$ cat src/rtl/rom_dpll_if.sv
// ---------------------------------------------------------------------------
// rom_dpll_if
// Purpose : bundles the lookup bus of the FDC data-separator phase table.
//           The parent (master) presents the 6-bit table address and reads
//           back the registered 5-bit next phase count.
// Signals :
//   address [5:0] - [5] = 1 no data pulse this cycle, 0 pulse present;
//                   [4:0] = current phase count
//   q       [4:0] - registered next phase count
// Modports:
//   master - drives address, observes q (the PLL parent / testbench)
//   slave  - observes address, drives q (rom_dpll)
// ---------------------------------------------------------------------------
interface rom_dpll_if;
  logic [5:0] address;
  logic [4:0] q;

  modport master (output address, input q);
  modport slave  (input address, output q);
endinterface

$ cat src/rtl/rom_dpll.sv
// ---------------------------------------------------------------------------
// rom_dpll
// Purpose : registered 64x5 lookup table holding the next-state function of
//           the floppy read-data phase-locked loop (WD1793-style data
//           separator). The parent feeds q back into address[4:0] and toggles
//           RCLK whenever q reaches 16, so a free-running count gives one
//           RCLK toggle every 32 clocks. A data pulse pulls the count halfway
//           toward the window centre (count 0).
// Ports   :
//   clock   - rising-edge clock, sole clock domain
//   reset_n - synchronous reset, active-low, forces q to 0
//   bus     - rom_dpll_if.slave: address in, q out
// ---------------------------------------------------------------------------
module rom_dpll (
  input  logic       clock,
  input  logic       reset_n,
  rom_dpll_if.slave  bus
);

  logic [4:0] w_next;
  logic [4:0] r_q;

  // Table content. Upper half (address[5]=1) just advances the phase by one
  // with wrap. Lower half applies a pulse correction: with s the signed view
  // of the count and e = s/2 truncated toward zero, next = c + 1 - e, which
  // halves the phase error at every pulse. Stored as literal content so the
  // table reads exactly like the original ROM image.
  always_comb begin
    w_next = 5'd0;
    case (bus.address)
      // pulse present, count 0..15 (pulse arrived late)
      6'h00: w_next = 5'd1;
      6'h01: w_next = 5'd2;
      6'h02: w_next = 5'd2;
      6'h03: w_next = 5'd3;
      6'h04: w_next = 5'd3;
      6'h05: w_next = 5'd4;
      6'h06: w_next = 5'd4;
      6'h07: w_next = 5'd5;
      6'h08: w_next = 5'd5;
      6'h09: w_next = 5'd6;
      6'h0A: w_next = 5'd6;
      6'h0B: w_next = 5'd7;
      6'h0C: w_next = 5'd7;
      6'h0D: w_next = 5'd8;
      6'h0E: w_next = 5'd8;
      6'h0F: w_next = 5'd9;
      // pulse present, count 16..31 (pulse arrived early, s = c - 32)
      6'h10: w_next = 5'd25;
      6'h11: w_next = 5'd25;
      6'h12: w_next = 5'd26;
      6'h13: w_next = 5'd26;
      6'h14: w_next = 5'd27;
      6'h15: w_next = 5'd27;
      6'h16: w_next = 5'd28;
      6'h17: w_next = 5'd28;
      6'h18: w_next = 5'd29;
      6'h19: w_next = 5'd29;
      6'h1A: w_next = 5'd30;
      6'h1B: w_next = 5'd30;
      6'h1C: w_next = 5'd31;
      6'h1D: w_next = 5'd31;
      6'h1E: w_next = 5'd0;
      6'h1F: w_next = 5'd0;
      // no pulse: free-running increment with wrap 31 -> 0
      6'h20: w_next = 5'd1;
      6'h21: w_next = 5'd2;
      6'h22: w_next = 5'd3;
      6'h23: w_next = 5'd4;
      6'h24: w_next = 5'd5;
      6'h25: w_next = 5'd6;
      6'h26: w_next = 5'd7;
      6'h27: w_next = 5'd8;
      6'h28: w_next = 5'd9;
      6'h29: w_next = 5'd10;
      6'h2A: w_next = 5'd11;
      6'h2B: w_next = 5'd12;
      6'h2C: w_next = 5'd13;
      6'h2D: w_next = 5'd14;
      6'h2E: w_next = 5'd15;
      6'h2F: w_next = 5'd16;
      6'h30: w_next = 5'd17;
      6'h31: w_next = 5'd18;
      6'h32: w_next = 5'd19;
      6'h33: w_next = 5'd20;
      6'h34: w_next = 5'd21;
      6'h35: w_next = 5'd22;
      6'h36: w_next = 5'd23;
      6'h37: w_next = 5'd24;
      6'h38: w_next = 5'd25;
      6'h39: w_next = 5'd26;
      6'h3A: w_next = 5'd27;
      6'h3B: w_next = 5'd28;
      6'h3C: w_next = 5'd29;
      6'h3D: w_next = 5'd30;
      6'h3E: w_next = 5'd31;
      6'h3F: w_next = 5'd0;
      default: w_next = 5'd0;
    endcase
  end

  // Output register. Reset wins over the lookup so a mid-run reset always
  // restarts the loop from the window centre.
  always_ff @(posedge clock) begin
    if (!reset_n) begin
      r_q <= 5'd0;
    end else begin
      r_q <= w_next;
    end
  end

  assign bus.q = r_q;

endmodule

$ cat src/flat_wrapper.sv
// flat-port wrapper written by rule: the top's interface ports become plain ports
module rom_dpll_flat 
  (clock, reset_n, bus_address, bus_q);
  rom_dpll_if bus_i ();
  input  logic clock;
  input  logic reset_n;
  input wire logic [$bits(bus_i.address)-1:0] bus_address;
  output wire logic [$bits(bus_i.q)-1:0] bus_q;
  assign bus_i.address = bus_address;
  assign bus_q = bus_i.q;
  rom_dpll u_core (.clock(clock), .reset_n(reset_n), .bus(bus_i));
endmodule
$ cat config.mk
export PLATFORM = sky130hd
export DESIGN_NAME = rom_dpll_flat
export DESIGN_NICKNAME = d
export VERILOG_FILES = /design/src/rtl/rom_dpll_if.sv /design/src/rtl/rom_dpll.sv /design/src/flat_wrapper.sv
export SDC_FILE = /design/constraint.sdc
export NUM_CORES = 1
export LEC_CHECK = 0
export CAP_MARGIN = 20
export CORE_AREA = 4 4 41 43
export DETAILED_ROUTE_END_ITERATION = 10
export DIE_AREA = 0 0 45 47
export SYNTH_ARGS = -nofsm -noshare
export SYNTH_HDL_FRONTEND = slang
export SYNTH_SLANG_ARGS = --single-unit
$ cat constraint.sdc
create_clock -name clock -period 3.55 [get_ports clock]
set_input_delay 0.71 -clock clock [delete_from_list [all_inputs] [get_ports clock]]
set_output_delay 0.71 -clock clock [all_outputs]
set_load 0.02 [all_outputs]
; Yosys cells after proc, flatten, opt, wreduce, memory -nomap -nowiden
; Memory sizes are Yosys's and may differ from the RTL's. A register that Yosys moved wholly into a read port is not among the register bits.
; Index checks and enable logic that the tools add are counted.
[word_totals]
register_bits = 0
rom_bits = 320
input_bits = 8
out_inout_bits = 5
wordCells = 2
memories = 1
[mem_list]
columns = name, words, word_bits, rd, rd_ports_with_merged_regs, wr, line_no
row1 = (name not given), 64, 5, 1, 1, 0, rom_dpll.sv:30  ; case (bus.address)
[classes]
n_reduce_logical = 1
[op_table]
columns = cell, count
row1 = $logic_not A1 Y1, 1

; Logic depth before layout (Yosys ltp)
; Gate-level depths: netlist (run 1).
[depth]
word_depth = 1
depth_mapped = 7

; Worst setup path after synthesis (run 1)
; No wires, ideal clock.
[synth_timing]
path_kind = in2reg
start = input port bus_address[0]
end = register u_core.r_q[2], in the netlist u_core.bus.q[2]
setup_time_ps = 122
arrival_time_ps = 1577
setup_slack_ps = 1851
cell_stages = 6
n_path_buf = 0
cell_sequence = inv_1 > ha_1 > nor2b_4 > xnor2_1 > nor2_1 > o311a_1
[synth_rtl]
columns = item, line_no
row1 = from (decl), flat_wrapper.sv:7  ; input wire logic [$bits(bus_i.address)-1:0] bus_address;
row2 = to (decl), rom_dpll.sv:21  ; logic [4:0] r_q;

==> results of run 1 <==
==> worst min-delay path by stage <==
stage | startpoint | end | slack, ps | cells past startpoint
after floorplan | reset_n | u_core.bus.q[4]$_SDFF_PN0_ | 830 | 1
after global placement | reset_n | u_core.bus.q[2]$_SDFF_PN0_ | 1400 | 2
after detailed placement | reset_n | u_core.bus.q[2]$_SDFF_PN0_ | 1390 | 2
after CTS | reset_n | u_core.bus.q[2]$_SDFF_PN0_ | 1140 | 2
after global routing | reset_n | u_core.bus.q[2]$_SDFF_PN0_ | 1140 | 2
final | reset_n | u_core.bus.q[2]$_SDFF_PN0_ | 1150 | 2
==> critical path, cell delays in order <==
cell and delay, ps:
clkdlybuf4s50_1 600, inv_1 120, ha_1 260, nor2b_4 130, xnor2_1 110, nor2_1 60, o311a_1 330
==> power groups by stage <==
| stage | Clock [mW] | Sequential, mW | Combinational (mW) |
|---|---|---|---|
| final | 0.0650 | 0.0619 | 0.0568 |
| after global routing | 0.0737 | 0.0620 | 0.0633 |
| after CTS | 0.0684 | 0.0619 | 0.0574 |
| after detailed placement | 0 | 0.0629 | 0.0573 |
| after global placement | 0 | 0.0630 | 0.0574 |
| after floorplan | 0 | 0.0690 | 0.0292 |
==> through the flow <==
step / total power [mW] / instances / utilization (%) / area [um^2]
6_report: 0.184 / 80 / 45.5 / 592
5_1_grt: 0.199 / 80 / 45.5 / 592
4_1_cts: 0.188 / 80 / 45.5 / 592
3_5_place_dp: 0.120 / 76 / 43.5 / 566
3_3_place_gp: 0.120 / 76 / 43.5 / 566
2_1_floorplan: 0.0981 / 53 / - / 455
==> cell type report <==
| type | count | area [um^2] |
|---|---|---|
| tap | 15 | 18.8 |
| multi-input combinational | 40 | 312 |
| inverter | 4 | 15.0 |
| fill | 146 | 709 |
| clock buffer | 4 | 26.3 |
| timing repair buffer | 12 | 120 |
| sequential | 5 | 100 |
==> routing by layer <==
metal  wire [um]  up-vias  share of wire [%]
li1            -      216                  -
met1         422      181                 46
met2         440        9                 48
met3          55        0                6.0
met4           0        0                  0
met5           0        -                  0
==> cells in the final DEF, fill, tap and decap left out, types with 2 or more instances in the layout <==
cell type,netlist,routed
a31oi_1,2,2
o211a_1,2,2
clkdlybuf4s50_1,0,12
clkbuf_4,0,3
o21ai_0,5,5
inv_1,4,4
a21oi_1,4,4
a311o_1,2,2
nand2_1,5,5
ha_1,8,8
dfxtp_1,5,5
==> kinds of logic after synthesis <==
kind of cell / share of synthesized area (%)
compound gates: 31.0
fa+ha+maj: 22.0
xor+xnor: 3.85
flops: 22.0
simple gates: 11.5
buf+inv: 9.61
==> flow_summary.json, run 1 <==
{
  "grt_pass1_wl_mm": 1.51,
  "power_density_nw_per_um2": 310,
  "synthToLayoutAreaGrowth_pct": 29.9,
  "synth_top_area_share_pct": 22.0,
  "netlist_top_cells_count": "ha_1, dfxtp_1, nand2_1, o21ai_0",
  "cts_tree": "done",
  "period_share_pct": 61.8,
  "fin_hold_ws_ps": 1150,
  "p_clk_share_pct": 35.4,
  "syn_avg_cell_area_um2": 8.59,
  "critPathMaxFanout": 7,
  "gr-total-overflow": 0,
  "clock_path_buffers": 2,
  "post_cts_buffers": 0,
  "grtUsageTotal_pct": 9.88,
  "ys_ff_latch": 5,
  "relSlewSlack_pct": 72.5,
  "h-tree-depth": 1,
  "top_usage_layer": "met2",
  "place.gp.congestion": 0.834,
  "wl_per_cell_um": 11.5,
  "tightest_slew_ps": 411,
  "period_needed_ps": 2190,
  "finalSetupViolations": 0,
  "hold_path.class": "primary input to flop",
  "place_ws_ps": 1090,
  "use_met3_pct": 3.45,
  "io-pin-count": 13,
  "synthFlopType": "dfxtp_1",
  "cts_buffers": 3,
  "ctsResizeCount": 0,
  "start_kind": "primary input",
  "grt_max_degree": 13,
  "via_per_inst": 5.08,
  "start_util_pct": 35.0,
  "power_switching_mw": 0.0525,
  "power.share.sequential_pct": 33.7,
  "synth_cell_type_count": 25,
  "via_count": 406,
  "syn-num-nets": 69,
  "peakVddDrop_mv": 0.304,
  "drive_gt1_share_pct": 7.69,
  "max_freq_mhz": 456,
  "yosysMostFrequentCell": "ha_1",
  "synthTopCellsByArea": "dfxtp_1, ha_1, o21ai_0",
  "power_frac_comb_pct": 30.9,
  "numPortBuffers": 12,
  "die_w_um": 45,
  "grt_pass1_vias": 371,
  "use_met2_pct": 16.9,
  "worstSetupPathType": "primary input to flop",
  "first_iter_violations": 15,
  "status": "finished, final reports clean",
  "p_leak_nw": 0.269,
  "cts_root_buffer": "clkbuf_4",
  "fin_ws_ps": 1360,
  "first_pass_iters": 4,
  "grtUsageMet1_pct": 11.4,
  "die_h_um": 47,
  "wl_um": 918,
  "clk_pin_slew_worst_paths_ps": 40,
  "maxSlewViolCount": 0,
  "rsz0062_at_grt": "no",
  "swShare_pct": 28.6,
  "cp.arrival_ps": 2320,
  "hpwl_um": 729,
  "crit_path_end": "u_core.bus.q[2]$_SDFF_PN0_",
  "async_flop_share_pct": 0,
  "ant_nets": 0,
  "synth_warnings": 0,
  "crit_path_end_kind": "flop",
  "largest_reg_flops": 5,
  "die-area_um2": 2120,
  "cts_sinks": 5,
  "drc_errors": 0,
  "cts_hold_buf": 0,
  "rows": 13,
  "ys_seq_area_share_pct": 22.0,
  "coreArea_um2": 1300,
  "drv_cap": 0,
  "startpoint": "bus_address[1]",
  "setup-tns-final_ps": 0,
  "synth_edf_count": 0,
  "antenna_found_initial": 0,
  "yosysTopAreaCell": "dfxtp_1",
  "crit_required_ps": 3680,
  "p_int_mw": 0.131,
  "antenna_cells": 0,
  "syn-instance-count": 53,
  "hold_viol_final": 0,
  "netlist_area_um2": 455,
  "nets": 82
}
(Power assumes the default switching activity.)
==> run 2, diff against run 1 <==
Clock period 3.55 ns to 2 ns, I/O delays scaled along.
==> run 2 against run 1 <==
Count of clock-buffer cells in the layout is the same. Global-route usage grew 0.23 points. First-iteration DRC count shrank 13%. Core utilization grew 2.9 points. Routed wire length grew 6.8%. Combinational power grew 92%. Sequential power grew 78%. Largest cell class unchanged.
==> flow_summary.json, run 2 (synthesized netlist as in run 1, its figures left out) <==
{
  "max_stage_delay_ps": 470,
  "die_w_um": 45,
  "drc_errors": 0,
  "ff_latch_area_um2": 100,
  "first_pass_iters": 4,
  "worstSetupPathType": "primary input to flop",
  "power_mw": 0.332,
  "clk_pin_slew_worst_paths_ps": 40,
  "layout_commonest_cell": "clkdlybuf4s50_1",
  "postPlaceCellArea_um2": 603,
  "layout.cells.non_filler": 85,
  "slowest_stage": "clkdlybuf4s50_1",
  "status": "finished, final reports clean",
  "grtUsageTotal_pct": 10.1,
  "drive_gt1_share_pct": 14.3,
  "post_cts_buffers": 0,
  "final_cell_area_um2": 629,
  "finalSetupViolations": 0,
  "synthToLayoutAreaGrowth_pct": 38.2,
  "cts_root_buffer": "clkbuf_4",
  "p_leak_nw": 0.293,
  "via_count": 433,
  "die_h_um": 47,
  "h-tree-depth": 1,
  "cts_sinks": 5,
  "die-area_um2": 2120,
  "crit_chain": "clkdlybuf4s50_1, inv_1, ha_1, nor2b_4, xnor2_1, nor2_1, o311a_1",
  "place.gp.congestion": 0.798,
  "grt_pass1_wl_mm": 1.57,
  "period_share_pct": 84.0,
  "grt_pass1_vias": 392,
  "ctsResizeCount": 0,
  "antenna_found_initial": 0,
  "crit_path_end_kind": "flop",
  "cp.arrival_ps": 1810,
  "cts_tree": "done",
  "post-route-util_pct": 48.4,
  "start_util_pct": 35.0,
  "first_iter_violations": 13,
  "gr-total-overflow": 0,
  "drv_cap": 0,
  "hpwl_um": 778,
  "largest_reg_flops": 5,
  "tightest_slew_ps": 404,
  "dpl.cell_count": 81,
  "nets": 87,
  "coreArea_um2": 1300,
  "critPathMaxFanout": 3,
  "rows": 13,
  "peakVddDrop_mv": 0.504,
  "ant_nets": 0,
  "antenna_cells": 0,
  "cts_hold_buf": 0,
  "grt_max_degree": 13,
  "multiInputGateArea_um2": 312,
  "io-pin-count": 13,
  "final_cell_mix": "clkdlybuf4s50_1, ha_1",
  "maxSlewViolCount": 0,
  "fillers": 142,
  "hold_path.class": "primary input to flop",
  "hold_viol_final": 0,
  "period_needed_ps": 1680,
  "setup-tns-final_ps": 0,
  "max_freq_mhz": 595,
  "clock_path_buffers": 2,
  "via_per_inst": 5.09,
  "power_density_nw_per_um2": 528,
  "rsz0062_at_grt": "no",
  "wl_per_cell_um": 11.5,
  "wl_um": 980,
  "crit_required_ps": 2120,
  "cts_buffers": 3,
  "numPortBuffers": 12,
  "relSlewSlack_pct": 73.0,
  "start_kind": "primary input"
}
run 2: cell types whose count changed in the layout (fill, tap and decap cells not counted):
| cell | before | now |
|---|---|---|
| buf_4 | 0 | 5 |
run 2: power by group:
group,switching (mW),total [mW],internal [mW]
Sequential,0.00177,0.110,0.108
Clock,0.0376,0.113,0.0752
Combinational,0.0535,0.109,0.0560
Total,0.0929,0.332,0.239
run 2: layer usage:
metal | GRT usage [%] | up-vias | routed length (um)
li1 | - | 226 | -
met1 | 12.3 | 199 | 457
met2 | 16.7 | 8 | 486
met3 | 4.60 | 0 | 36
met4 | 1.75 | 0 | 0
met5 | 0 | - | 0
run 2: final cells by class:
type                    instances  share of cell area (%)
clock buffers                   4                    4.17
inverters                       4                    2.39
multi-input cells              40                    49.5
flip-flops and latches          5                    15.9
well taps                      15                    2.98
repair buffers                 17                    25.0
run 2: through the flow:
stage	setup slack, ps	hold slack [ps]
floorplan	611	522
global placement	73.5	1090
detailed placement	57.3	1090
CTS	312	838
global route	245	832
finish	320	839
run 2: critical path: cells and delay by family:
family                   cells  cell delay [ps]
buffers and inverters        2              530
XOR/XNOR                     1              120
adder cells (fa/ha/maj)      1              250
AO/OA/AOI/OAI                1              310
AND/OR/NAND/NOR              2              190
run 2: path summary, 6_finish.rpt:
| kind | startpoint | end | slack, ps | cells past startpoint |
|---|---|---|---|---|
| worst max-delay path | bus_address[0] | u_core.bus.q[2]$_SDFF_PN0_ | 320 | 7 |
| worst min-delay path | reset_n | u_core.bus.q[2]$_SDFF_PN0_ | 840 | 2 |
==> run 3, diff against run 2 <==
Clock period 2 ns to 1.7 ns, I/O delays scaled along.
==> run 3 against run 2 <==
Critical path depth is the same. Sequential share of layout area shrank 0.90 points. Via count grew 5.8%. Sequential power grew 17%. Cell area grew 6.0%. Clock power grew 20%. Count of clock-buffer cells in the layout is the same. Final cell count grew 5.9%. First-iteration DRC count shrank 7.7%. Combinational power grew 27%.
==> flow_summary.json, run 3 (synthesized netlist as in run 1, its figures left out) <==
{
  "status": "finished, final reports clean",
  "cp.arrival_ps": 1740,
  "antenna_cells": 0,
  "hold_start": "reset_n",
  "hpwl_um": 826,
  "maxSlewViolCount": 0,
  "drive_gt1_share_pct": 20.0,
  "drc_errors": 0,
  "numPortBuffers": 12,
  "p_leak_nw": 0.317,
  "hold_path.class": "primary input to flop",
  "fin_hold_ws_ps": 757,
  "cts_sinks": 5,
  "synthToLayoutAreaGrowth_pct": 46.4,
  "ctsResizeCount": 0,
  "peakVddDrop_mv": 0.451,
  "post_cts_buffers": 0,
  "period_needed_ps": 1610,
  "nets": 92,
  "layout.cells.non_filler": 90,
  "largest_reg_flops": 5,
  "io-pin-count": 13,
  "tightest_slew_ps": 300,
  "clock_path_buffers": 2,
  "die_w_um": 45,
  "gr-total-overflow": 0,
  "worstSetupPathType": "primary input to flop",
  "h-tree-depth": 1,
  "period_share_pct": 94.8,
  "crit_required_ps": 1830,
  "via_count": 458,
  "power_density_nw_per_um2": 604,
  "grt_max_degree": 11,
  "place_ws_ps": -166,
  "max_freq_mhz": 620,
  "cts_buffers": 3,
  "hold_viol_final": 0,
  "final_cell_mix": "clkdlybuf4s50_1, buf_4, ha_1",
  "first_iter_violations": 12,
  "start_kind": "primary input",
  "wl_mm": 1.03,
  "multiInputGateArea_um2": 312,
  "dpl.cell_count": 86,
  "grt_pass1_vias": 394,
  "wl_per_cell_um": 11.4,
  "die_h_um": 47,
  "holdPathEnd": "u_core.bus.q[2]$_SDFF_PN0_",
  "via_per_inst": 5.09,
  "antenna_found_initial": 0,
  "drv_cap": 0,
  "relSlewSlack_pct": 79.7,
  "grtUsageTotal_pct": 10.0,
  "fillers": 137,
  "power_mw": 0.402,
  "place.gp.congestion": 0.799,
  "rsz0062_at_grt": "no",
  "finalSetupViolations": 0,
  "cts_hold_buf": 0,
  "layout_commonest_cell": "clkdlybuf4s50_1",
  "clk_pin_slew_worst_paths_ps": 40,
  "first_pass_iters": 4,
  "fin_ws_ps": 88.4,
  "crit_path_end_kind": "flop",
  "ff_latch_area_um2": 100,
  "cts_tree": "done",
  "min_path_cells": 2,
  "critPathMaxFanout": 3,
  "start_util_pct": 35.0,
  "rows": 13,
  "die-area_um2": 2120,
  "ant_nets": 0,
  "cts_root_buffer": "clkbuf_4",
  "coreArea_um2": 1300,
  "grt_pass1_wl_mm": 1.57
}
-- run 3: power by group --
part / switching [mW] / internal [mW]
clock network: 0.0470 / 0.0886
registers: 0.00200 / 0.127
logic: 0.0644 / 0.0731
total: 0.113 / 0.289
-- run 3: routing by layer --
| layer | vias to the layer above | wire length, um | GRT usage (%) | share of wire (%) |
|---|---|---|---|---|
| li1 | 238 | - | - | - |
| met1 | 214 | 474 | 12.3 | 46 |
| met2 | 6 | 517 | 17.2 | 50 |
| met3 | 0 | 35 | 3.45 | 3.4 |
| met4 | 0 | 0 | 1.75 | 0 |
| met5 | - | 0 | 0 | 0 |
-- run 3: critical path: stages --
cell and delay [ps]:
clkdlybuf4s50_1 470, inv_1 60, ha_1 250, nor2b_4 130
xnor2_1 110, nor2_1 50, o311a_1 310
-- run 3: per-stage QoR --
stage / area, um^2 / TNS (ps) / util, %
4_1_cts: 667 / 0 / 51.2
6_report: 667 / 0 / 51.2
3_5_place_dp: 641 / -470 / 49.2
3_3_place_gp: 641 / -420 / 49.2
5_1_grt: 667 / 0 / 51.2
2_1_floorplan: 455 / 0 / -
-- run 3: worst max-delay path by stage --
stage | start | to | slack, ps | cells past startpoint
finish | bus_address[0] | u_core.bus.q[2]$_SDFF_PN0_ | 90 | 7
global route | bus_address[1] | u_core.bus.q[0]$_SDFF_PN0_ | 20 | 8
CTS | bus_address[0] | u_core.bus.q[2]$_SDFF_PN0_ | 90 | 7
detailed placement | bus_address[0] | u_core.bus.q[2]$_SDFF_PN0_ | -170 | 7
global placement | bus_address[0] | u_core.bus.q[2]$_SDFF_PN0_ | -160 | 7
floorplan | bus_address[0] | u_core.bus.q[2]$_SDFF_PN0_ | 370 | 6
-- run 3: final cells by class --
| cell class | count | share of cell area, % |
|---|---|---|
| Inverter | 4 | 2.25 |
| Clock buffer | 4 | 3.94 |
| Timing Repair Buffer | 22 | 29.3 |
| Tap cell | 15 | 2.81 |
| Sequential cell | 5 | 15.0 |
| Multi-Input combinational cell | 40 | 46.7 |
